`config.mk`:
```
export PLATFORM = sky130hd
export DESIGN_NAME = uart_tx_fifo
export DESIGN_NICKNAME = d
export VERILOG_FILES = /design/src/rtl/uart_tx_fifo.sv
export SDC_FILE = /design/constraint.sdc
export NUM_CORES = 1
export LEC_CHECK = 0
export BUFFER_PORTS_ARGS = -buffer_cell sky130_fd_sc_hd__buf_2
export CORE_MARGIN = 10
export CORE_UTILIZATION = 45
export CTS_CLUSTER_SIZE = 24
export DETAILED_ROUTE_END_ITERATION = 6
export HOLD_SLACK_MARGIN = 0.02
export SYNTH_ARGS = -nofsm -noshare
export SYNTH_HDL_FRONTEND = slang
export SYNTH_SLANG_ARGS = --single-unit
```
`constraint.sdc`:
```
create_clock -name clk -period 3.3 [get_ports clk]
set_clock_uncertainty 0.15 [all_clocks]
set_input_delay 0.495 -clock clk [delete_from_list [all_inputs] [get_ports clk]]
set_output_delay 0.495 -clock clk [all_outputs]
set_load 0.05 [all_outputs]
```
`src/rtl/uart_tx_fifo.sv`:
```
// First-word-fall-through byte FIFO feeding the UART transmitter.
// The head word is held stable until the transmitter pops it with tx_done_tick.
module uart_tx_fifo #(
  parameter int DATA_WIDTH = 8,
  parameter int ADDR_WIDTH = 4,
  parameter int AF_THRESH  = 12
) (
  input  logic                  clk,
  input  logic                  rst,
  input  logic                  wr_en,
  input  logic [DATA_WIDTH-1:0] wr_data,
  input  logic                  rd_en,
  input  logic                  flush,
  input  logic                  clr_err,
  output logic [DATA_WIDTH-1:0] rd_data,
  output logic                  empty,
  output logic                  full,
  output logic                  almost_full,
  output logic [ADDR_WIDTH:0]   count,
  output logic                  overflow,
  output logic                  underflow
);

  localparam int unsigned DEPTH = 1 << ADDR_WIDTH;
  localparam logic [ADDR_WIDTH:0] FULL_CNT = (ADDR_WIDTH+1)'(DEPTH);
  localparam logic [ADDR_WIDTH:0] AF_CNT   = (ADDR_WIDTH+1)'(AF_THRESH);
  localparam logic [ADDR_WIDTH:0] CNT_ONE  = (ADDR_WIDTH+1)'(1);
  localparam logic [ADDR_WIDTH-1:0] PTR_ONE = ADDR_WIDTH'(1);

  logic [DATA_WIDTH-1:0] mem [DEPTH];
  logic [ADDR_WIDTH-1:0] wr_ptr;
  logic [ADDR_WIDTH-1:0] rd_ptr;
  logic [ADDR_WIDTH:0]   count_q;
  logic                  wr_acc;
  logic                  rd_acc;
  logic                  ovf_ev;
  logic                  udf_ev;

  assign empty       = (count_q == '0);
  assign full        = (count_q == FULL_CNT);
  assign almost_full = (count_q >= AF_CNT);
  assign count       = count_q;
  assign rd_data     = mem[rd_ptr];

  // A pop frees a slot in the same cycle, so a write into a full FIFO is
  // still accepted when rd_en is high; a pop of an empty FIFO never is.
  assign wr_acc = wr_en & (~full | rd_en);
  assign rd_acc = rd_en & ~empty;
  assign ovf_ev = wr_en & full & ~rd_en;
  assign udf_ev = rd_en & empty;

  always_ff @(posedge clk) begin
    if (!rst && !flush && wr_acc) begin
      mem[wr_ptr] <= wr_data;
    end
  end

  always_ff @(posedge clk) begin
    if (rst) begin
      wr_ptr    <= '0;
      rd_ptr    <= '0;
      count_q   <= '0;
      overflow  <= 1'b0;
      underflow <= 1'b0;
    end else begin
      if (flush) begin
        wr_ptr  <= '0;
        rd_ptr  <= '0;
        count_q <= '0;
      end else begin
        if (wr_acc) wr_ptr <= wr_ptr + PTR_ONE;
        if (rd_acc) rd_ptr <= rd_ptr + PTR_ONE;
        case ({wr_acc, rd_acc})
          2'b10:   count_q <= count_q + CNT_ONE;
          2'b01:   count_q <= count_q - CNT_ONE;
          default: count_q <= count_q;
        endcase
      end
      overflow  <= ovf_ev | (overflow  & ~clr_err);
      underflow <= udf_ev | (underflow & ~clr_err);
    end
  end

endmodule

```
==> metrics.cfg <==
[yosys]
synthCells = 326
yosys.area.top_type = edfxtp_1
yosysTopAreaCellShare_pct = 65.9
syn_area_um2 = 5830
ys_warn_count = 0
ys_seq_area_share_pct = 72.4
avgSynthCellArea_um2 = 17.9
syn-num-nets = 350
yosysMostFrequentCell = edfxtp_1
synth-main-ff-cell = edfxtp_1
ys_top_cells_by_count = edfxtp_1 (128), nor2_1 (36), mux4_2 (32)
synth-edff-count = 128
ys_async_sr_fraction_pct = 0
synth_area_leaders = edfxtp_1 (66%), mux4_2 (12%), dfxtp_1 (6.5%)
ys_ff_latch = 147
synth_cell_type_count = 33

[place]
dp_hpwl_mm = 7.64
port_buffers = 31
gp_congestion = 0.791

[floorplanning]
coreArea_um2 = 12700
start_util_pct = 46.0
die_h_um = 134
die_area_um2 = 17900
die-width_um = 134
rows = 41
pin_count = 32

[timing]
max_slew.worst_pin.slew_ns = 0.955
tns_ns = 0
fin_crit_sh_pct = 92.3
period_needed_ns = 3.04
rsz0062_at_grt = no
max_freq_mhz = 328
slew_headroom_pct = 36.1
hold_viol = 0
setup_violations = 0
slew_viol_final = 0

[pwr]
power_density_nw_per_um2 = 590
swShare_pct = 19.6
ir_worst_vdd_mv = 0.422
power_frac_clock_pct = 46.2
leakagePower_nw = 2.34
seq_power_share_pct = 49.9
p_int_mw = 3.28
netSwitchingPower_mw = 0.799
pwr-share-comb_pct = 3.9

[global_route]
grt_pass1_vias = 3300
grt.met2_usage_pct = 22.9
grt_pass1_wl_mm = 18.5
antenna_found_initial = 0
track_usage_pct = 13.9
grt_start_max_net_pins = 33
grt_util_met1_pct = 16.7
met3_usage_pct = 4.37
busiest_layer = met2
overflow = 0

[clock_tree]
insertion_delay_ns = 0.42
numCtsBuffers = 17
h-tree-depth = 4
cts_hold_buf = 0
clockBufferDepth = 2
post_cts_buffers = 0
cts_tree = yes
cts_num_sinks = 147
clk_pin_slew_ns = 0.06
root_buffer = clkbuf_16

[hold_path]
worst_hold_path_type = input port to flip-flop

[routing]
ant_nets = 0
postRouteWirelength_mm = 11.7
firstDrtPassIters = 4
dr.first_iter.drc_count = 237
dr_total_vias = 3081
post_drt_via_cell_ratio = 5.41
wl_per_cell_um = 20.5
drc = 0

[setup_path]
arrival_ns = 2.40
crit_fanout = 9
worstSetupPathType = flip-flop to output pin
crit_path_start_kind = flip-flop
cp-end-kind = output pin
crit_required_ns = 2.65

[run_status]
status = finished clean

[layout]
diodes = 0
finalCoreUtilization_pct = 54.6
drive_gt1_share_pct = 30.2
area_growth_pct = 18.5
fin_nets = 408

[run]
max_cap_viol_count = 0

cell type report:
type	count	area, µm²
Timing Repair Buffer	52	325
Clock inverter	10	133
Fill cell	1029	5760
Sequential cell	147	4230
Clock buffer	22	454
Tap cell	172	215
Multi-Input combinational cell	159	1530
Inverter	7	26.3
placed cells by master (no fill, tap or decap), types with 2 or more instances in the layout:
cell	count
edfxtp_1	128
a21oi_1	8
mux4_2	32
xor2_1	4
o211ai_1	2
inv_1	7
nor2b_1	3
mux2i_1	3
clkbuf_1	4
nand2_1	16
bufinv_16	3
clkinv_2	4
a22oi_1	16
clkbuf_16	17
or3_1	2
dfxtp_1	18
buf_2	31
nand3_1	8
or4_1	2
and2_1	2
nor2_1	36
buf_4	20
clkinvlp_4	3
nand2b_1	3
ha_1	8
state kept, by name, indices dropped and copies added (netlist names), named ones only:
name and cells:
underflow 1, overflow 1, wr_ptr 4, count 5
rd_ptr 4, mem 128
worst paths after layout:
check / from / to / slack [ns] / cells past startpoint
max reg2reg: count[0] / count[4] / 0.35 / 9
min reg2reg: overflow / overflow / 0.33 / 2
max: flip-flop / rd_data[7] / 0.26 / 5
min: rst / overflow / 0.12 / 2
cells by family after synthesis:
| group | synth area share, % |
|---|---|
| flops | 72.4 |
| simple gates | 6.37 |
| mux | 13.1 |
| compound gates | 3.67 |
| buf+inv | 1.37 |
| fa+ha+maj | 2.27 |
| xor+xnor | 0.751 |
stage by stage:
step	setup slack, ns	instance area [µm²]	total power [mW]	instances	hold WS (ns)
floorplan	0.216	5830	2.17	326	0.309
global placement	0.263	6320	2.23	537	0.305
detailed placement	0.216	6320	2.23	537	0.324
CTS	0.186	6910	4.12	569	0.0953
global route	0.0823	6910	4.22	569	0.108
finish	0.255	6910	4.08	569	0.116
routing by layer:
metal	up-vias	part of all wire, %	wire length (µm)
met5	-	0	0
met4	0	1.8	205
met3	19	4.2	495
met2	76	50	5870
met1	1578	44	5090
li1	1408	-	-
power by group through the flow:
stage          registers (mW)  clock network, mW  logic, mW
2_1_floorplan            2.08                  0     0.0898
3_3_place_gp             2.07                  0      0.154
3_5_place_dp             2.07                  0      0.157
4_1_cts                  2.03               1.93      0.158
5_1_grt                  2.04               2.01      0.172
6_report                 2.03               1.89      0.158
timing repair:
item	4_1_cts	5_1_grt
endpoints found under the hold margin	0	0
endpoints found under the setup margin	0	1
resized for setup	0	2
critical path, stage by stage, from the launching register on:
cell	delay [ns]
dfxtp_2	0.53
buf_4	0.30
mux4_2	0.54
a22oi_1	0.32
nand2_1	0.08
buf_2	0.21
Power figures use the tool's default switching activity.
